[src/rtl/jogo_memoria_param.sv]
// jogo_memoria_param: parametrised memory-game core.
// The player repeats a growing button sequence held in an internal RAM and
// then appends a new button each round. The game ends on a win (the final
// round is reached), a loss (wrong or illegal press) or a timeout loss.
//
// Optional feature macro: JOGO_MOSTRA_SEQ_EN. When it is defined, the whole
// sequence RAM[0..r] is replayed on the leds at the start of every new round.
//
// Ports:
//   clock      system clock
//   reset      synchronous, active-high reset
//   jogar      start/restart request (level)
//   botoes     debounced buttons, active-high
//   limite     final round index, latched at game start
//   timeout_en enables the inactivity timeout, latched at game start
//   leds       entry currently displayed (0 when idle)
//   ganhou     win flag
//   perdeu     loss flag (wrong/illegal press or timeout)
//   timeout    high only after a timeout loss
//   pronto     high in any end state
//   rodada     current round index
//   db_estado  state code, for debug
//
// State table (code | name | meaning):
//   0 | INICIAL     | idle after reset, waits for jogar
//   1 | PREPARA     | latches config, seeds RAM[0], clears round
//   2 | EXIBE       | shows RAM[0] for T_EXIBE cycles
//   3 | ESPERA      | waits for the press of entry j
//   4 | COMPARA     | checks the press against RAM[j]
//   5 | PROX_JOGADA | advances j or closes the round
//   6 | ESPERA_NOVA | waits for the new entry of this round
//   7 | GRAVA       | writes the new entry to RAM[r+1]
//   8 | PROX_RODADA | r++, j=0
//   9 | MOSTRA      | replays RAM[0..r] (optional feature only)
//   A | FIM_GANHOU  | won
//   B | FIM_PERDEU  | lost by a wrong or illegal press
//   C | FIM_TIMEOUT | lost by inactivity
module jogo_memoria_param #(
  parameter int                    N_BOTOES       = 4,
  parameter int                    PROF           = 16,
  parameter int                    TIMEOUT_CICLOS = 5000,
  parameter int                    T_EXIBE        = 2000,
  parameter logic [N_BOTOES-1:0]   SEMENTE        = N_BOTOES'(1),
  localparam int                   AW             = $clog2(PROF)
) (
  input  logic                clock,
  input  logic                reset,
  input  logic                jogar,
  input  logic [N_BOTOES-1:0] botoes,
  input  logic [AW-1:0]       limite,
  input  logic                timeout_en,
  output logic [N_BOTOES-1:0] leds,
  output logic                ganhou,
  output logic                perdeu,
  output logic                timeout,
  output logic                pronto,
  output logic [AW-1:0]       rodada,
  output logic [3:0]          db_estado
);

  localparam int EW = $clog2(T_EXIBE + 1);
  localparam int TW = $clog2(TIMEOUT_CICLOS + 1);

  typedef enum logic [3:0] {
    INICIAL     = 4'h0,
    PREPARA     = 4'h1,
    EXIBE       = 4'h2,
    ESPERA      = 4'h3,
    COMPARA     = 4'h4,
    PROX_JOGADA = 4'h5,
    ESPERA_NOVA = 4'h6,
    GRAVA       = 4'h7,
    PROX_RODADA = 4'h8,
`ifdef JOGO_MOSTRA_SEQ_EN
    MOSTRA      = 4'h9,
`endif
    FIM_GANHOU  = 4'hA,
    FIM_PERDEU  = 4'hB,
    FIM_TIMEOUT = 4'hC
  } estado_t;

  estado_t estado, prox;

  logic [N_BOTOES-1:0] mem [PROF];
  logic [N_BOTOES-1:0] jogada;
  logic                or_prev;
  logic                evento;
  logic                em_espera;
  logic [AW-1:0]       r, j, lim;
  logic                ten;
  logic [EW-1:0]       cnt_ex;
  logic [TW-1:0]       cnt_to;
`ifdef JOGO_MOSTRA_SEQ_EN
  logic [AW-1:0]       k;
  logic                gap;
`endif

  // A press is the rising edge of "any button down"; holding gives one event.
  assign evento    = (|botoes) & ~or_prev;
  assign em_espera = (estado == ESPERA) || (estado == ESPERA_NOVA);

  always_ff @(posedge clock) begin
    if (reset) estado <= INICIAL;
    else       estado <= prox;
  end

  always_comb begin
    prox = estado;
    case (estado)
      INICIAL:     if (jogar) prox = PREPARA;
      PREPARA:     prox = EXIBE;
      EXIBE:       if (cnt_ex == '0) prox = ESPERA;
      ESPERA: begin
        // A press in the expiry cycle wins over the timeout.
        if (evento)                    prox = COMPARA;
        else if (ten && cnt_to == '0)  prox = FIM_TIMEOUT;
      end
      COMPARA: begin
        if (!$onehot(jogada) || jogada != mem[j]) prox = FIM_PERDEU;
        else                                      prox = PROX_JOGADA;
      end
      PROX_JOGADA: begin
        if (j == r) prox = (r == lim) ? FIM_GANHOU : ESPERA_NOVA;
        else        prox = ESPERA;
      end
      ESPERA_NOVA: begin
        if (evento)                    prox = $onehot(botoes) ? GRAVA : FIM_PERDEU;
        else if (ten && cnt_to == '0)  prox = FIM_TIMEOUT;
      end
      GRAVA:       prox = PROX_RODADA;
`ifdef JOGO_MOSTRA_SEQ_EN
      PROX_RODADA: prox = MOSTRA;
      MOSTRA:      if (!gap && cnt_ex == '0 && k == r) prox = ESPERA;
`else
      PROX_RODADA: prox = ESPERA;
`endif
      FIM_GANHOU, FIM_PERDEU, FIM_TIMEOUT: if (jogar) prox = PREPARA;
      default:     prox = INICIAL;
    endcase
  end

  always_comb begin
    leds = '0;
    if (estado == EXIBE) leds = mem[0];
`ifdef JOGO_MOSTRA_SEQ_EN
    if (estado == MOSTRA && !gap) leds = mem[k];
`endif
  end

  assign ganhou    = (estado == FIM_GANHOU);
  assign perdeu    = (estado == FIM_PERDEU) || (estado == FIM_TIMEOUT);
  assign timeout   = (estado == FIM_TIMEOUT);
  assign pronto    = ganhou || perdeu;
  assign rodada    = r;
  assign db_estado = estado;

  always_ff @(posedge clock) begin
    if (reset) begin
      or_prev <= 1'b0;
      jogada  <= '0;
      r       <= '0;
      j       <= '0;
      lim     <= '0;
      ten     <= 1'b0;
      cnt_ex  <= '0;
      cnt_to  <= '0;
`ifdef JOGO_MOSTRA_SEQ_EN
      k       <= '0;
      gap     <= 1'b0;
`endif
    end else begin
      or_prev <= |botoes;
      if (em_espera && evento) jogada <= botoes;

      // Inactivity down-counter: reloaded outside the wait states and on
      // every press, so it restarts on entry to ESPERA/ESPERA_NOVA.
      if (!em_espera || evento)  cnt_to <= TW'(TIMEOUT_CICLOS - 1);
      else if (cnt_to != '0)     cnt_to <= cnt_to - 1'b1;

      case (estado)
        PREPARA: begin
          // limite is AW bits wide and PROF is a power of two, so it can
          // never exceed PROF-1; latching it is the clamp.
          lim    <= limite;
          ten    <= timeout_en;
          r      <= '0;
          j      <= '0;
          cnt_ex <= EW'(T_EXIBE - 1);
        end
        EXIBE:       if (cnt_ex != '0) cnt_ex <= cnt_ex - 1'b1;
        PROX_JOGADA: if (j != r) j <= j + 1'b1;
        PROX_RODADA: begin
          r      <= r + 1'b1;
          j      <= '0;
`ifdef JOGO_MOSTRA_SEQ_EN
          k      <= '0;
          gap    <= 1'b0;
          cnt_ex <= EW'(T_EXIBE - 1);
`endif
        end
`ifdef JOGO_MOSTRA_SEQ_EN
        MOSTRA: begin
          if (gap) begin
            gap    <= 1'b0;
            k      <= k + 1'b1;
            cnt_ex <= EW'(T_EXIBE - 1);
          end else if (cnt_ex == '0) begin
            gap    <= 1'b1;
          end else begin
            cnt_ex <= cnt_ex - 1'b1;
          end
        end
`endif
        default: ;
      endcase
    end
  end

  // Sequence RAM is deliberately not cleared by reset.
  always_ff @(posedge clock) begin
    if (!reset) begin
      if (estado == PREPARA)    mem[0]         <= SEMENTE;
      else if (estado == GRAVA) mem[r + 1'b1]  <= jogada;
    end
  end

endmodule

[config.mk]
export PLATFORM = sky130hd
export DESIGN_NAME = jogo_memoria_param
export DESIGN_NICKNAME = d
export VERILOG_FILES = /design/src/rtl/jogo_memoria_param.sv
export SDC_FILE = /design/constraint.sdc
export NUM_CORES = 1
export LEC_CHECK = 0
export ABC_AREA = 1
export CAP_MARGIN = 15
export CORE_MARGIN = 2
export CORE_UTILIZATION = 65
export DETAILED_ROUTE_END_ITERATION = 10
export GPL_ROUTABILITY_DRIVEN = 0
export PLACE_DENSITY = 0.95
export SLEW_MARGIN = 20
export SYNTH_ARGS = -nofsm -noshare
export SYNTH_HDL_FRONTEND = slang
export SYNTH_SLANG_ARGS = --single-unit
[constraint.sdc]
create_clock -name clock -period 5.8 [get_ports clock]
set_input_delay 0.87 -clock clock [delete_from_list [all_inputs] [get_ports clock]]
set_output_delay 0.87 -clock clock [all_outputs]
set_load 0.03 [all_outputs]
==> results.json <==
{
  "syn_nets": 693,
  "std_cell_rows": 33,
  "pwr-share-clk_pct": 40.7,
  "drive_above_1_share_pct": 9.551,
  "drt_iter0_drc": 502,
  "pwr-share-comb_pct": 20.2,
  "p_sw_uw": 759.1,
  "core-area_sq_um": 8258,
  "fin_nets": 723,
  "fmax_ghz": 0.3209,
  "muxShareOfSynthArea_pct": 0,
  "min_period_ps": 3116,
  "synth_top_family_by_area": "simple AND/OR/NAND/NOR gates",
  "setup_viol": 0,
  "status": "completed",
  "endpoint_kind": "primary output",
  "synthAdderAreaFrac_pct": 2.961,
  "fin_skew_ps": 8.545,
  "rr_startpoint": "db_estado[2]$_SDFFE_PP0P_",
  "wl_per_cell_um": 16.47,
  "worstSkewPairLatency_ps": 530,
  "power_uw": 2455,
  "area_growth_syn_to_layout_pct": 15.99,
  "relSlewSlack_pct": 26.75,
  "critical_path.startpoint": "db_estado[3]$_SDFFE_PP0P_",
  "place_hpwl_um": 8397,
  "first_pass_iters": 5,
  "maxCapViolations": 0,
  "syn_area_sq_um": 5578,
  "port_buffers": 27,
  "die_h_um": 96.64,
  "switching_share_pct": 30.92,
  "grt_pass1_wl_um": 21870,
  "finalHoldViolations": 0,
  "cts_tree": "yes",
  "grt_pass1_vias": 4796,
  "ys_warn_count": 0,
  "critPathMaxFanout": 6,
  "drc": 0,
  "groute.usage.overall_pct": 29.32,
  "synth_compound_area_share_pct": 8.995,
  "clockBufferDepth": 2,
  "synth.avg_cell_area_sq_um": 8.338,
  "worst_slew_pin_slew_ps": 1095,
  "min_path_type": "register to register",
  "cts_sinks": 114,
  "mostFrequentLayoutCells": "nand2_1, inv_1, nor2_1, edfxtp_1, nand3_1",
  "htree_levels": 4,
  "required_ps": 4930,
  "synth_cell_types": 44,
  "antennaDiodeCount": 0,
  "synth_ff_type": "edfxtp_1",
  "cts_setup_buffers": 0,
  "synth-edff-count": 64,
  "ir_drop_mv": 0.3901,
  "grt_max_degree": 37,
  "p_seq_share_pct": 39.1,
  "fin_crit_sh_pct": 53.72,
  "crit_type": "register to primary output",
  "powerDensity_nw_per_um2": 379.5,
  "hold_start": "cnt_ex[0]$_SDFFE_PP0P_",
  "synthSimpleGateAreaFrac_pct": 24.92,
  "worst_slack_ps": 2684,
  "via_per_inst": 5.805,
  "cts_buffers": 17,
  "syn_inst": 669,
  "root_buffer": "clkbuf_8",
  "wl_um": 13460,
  "vias": 4743,
  "crit_path_start_kind": "register",
  "post_cts_resized": 0,
  "overflow": 0,
  "layout_commonest_cell": "nand2_1",
  "postCtsHoldBufs": 0,
  "synth_top_area_share_pct": 34.45,
  "ios": 28,
  "tns_ps": 0,
  "p_leak_uw": 0.002709,
  "pre_cts_slack_ps": 2563,
  "antenna_found_initial": 0,
  "dieArea_sq_um": 9338,
  "rsz0062_at_grt": "false",
  "start_util_pct": 67.55,
  "yosys-top-cells-area": "edfxtp_1, dfxtp_1, nand2_1",
  "yosysSeqAreaShare_pct": 52.40,
  "synth_xor_area_share_pct": 1.727,
  "p_int_uw": 1696,
  "synth-seq-cells": 114,
  "synth.largest_area_cell": "edfxtp_1",
  "synth-async-reset-ratio_pct": 0,
  "slew_viol_final": 0,
  "critical_path_arrival_ps": 2250,
  "die_x_um": 96.64,
  "ant_nets": 0,
  "clk_pin_slew_worst_paths_ps": 60
}
[cells in the mapped netlist (2+ instances only)]
cell type	n
nor4_2	2
nand3_1	54
o21ai_1	4
clkbuf_1	6
ha_1	10
o21ai_0	27
nor3b_1	2
nand3b_1	2
xor2_1	9
edfxtp_1	64
nor3_2	3
buf_6	3
nand4_1	5
fa_1	2
a21oi_1	36
nor2_4	3
inv_2	17
nor2_1	73
o211ai_1	2
xnor2_1	2
nand2_1	161
dfxtp_1	50
inv_1	88
nor4_1	2
nor2_2	4
a221oi_1	2
nor3_1	5
a31oi_1	9
buf_2	7
[worst max-delay path, cell delays in order, from the launching register on]
cell,delay (ps)
dfxtp_1,450
inv_2,80
nor2_1,120
inv_2,60
nor2_1,90
inv_1,50
nand2_1,70
or2_1,130
clkdlybuf4s50_1,670
[registers in the layout (all words and copies together) (netlist names), 4 cells and up, named ones only]
| register | cells |
|---|---|
| cnt_to | 13 |
| j | 4 |
| cnt_ex | 11 |
| jogada | 4 |
| db_estado | 4 |
| rodada | 4 |
| lim | 4 |
| mem | 64 |
[cell families (layout without fill, tap and decap cells)]
kind of cell               count (synthesis)  after routing
buffers and inverters                    124            167
and+or+nand+nor                          320            320
DFF                                      114            114
AOI/OAI and AO/OA                         88             88
adders and majority gates                 12             12
xor gates and xnor gates                  11             11
[power groups by stage]
stage	logic, uW	clock network, uW	registers (uW)
after CTS	490	992	957
after detailed placement	478	0	970
final	497	999	959
after floorplan	362	0	973
after global routing	548	1030	965
after global placement	456	0	968
[per-layer routing]
layer,share of wire (%),track usage (%)
met5,0,0
met3,8.9,6.792
met1,36,32.67
met2,52,52.94
met4,2.6,13.43
[final timing paths]
kind / slack (ps) / cells past startpoint / end
min reg2reg: 480 / 2 / cnt_ex[0]$_SDFFE_PP0P_
min: 480 / 2 / cnt_ex[0]$_SDFFE_PP0P_
max reg2reg: 3380 / 8 / mem[11][3]$_DFFE_PP_
max: 2680 / 8 / pronto
[area by class of cell]
class | instances | area (sq um)
well taps | 105 | 131.4
clock inverters | 11 | 102.6
flip-flops and latches | 114 | 2923
clock buffers | 21 | 471.7
repair buffers | 29 | 285.3
inverters | 106 | 397.9
multi-input cells | 431 | 2158
fillers | 489 | 1788
[stage by stage]
step / util (%) / area [sq um] / hold WS, ps / cells
2_1_floorplan: - / 5578 / 444.1 / 669
3_3_place_gp: 71.33 / 5891 / 455.8 / 785
3_5_place_dp: 71.33 / 5891 / 471.9 / 785
4_1_cts: 78.29 / 6465 / 483.7 / 817
5_1_grt: 78.35 / 6470 / 500.1 / 817
6_report: 78.35 / 6470 / 479.6 / 817
Note: power is estimated with default switching activity, not from simulation.
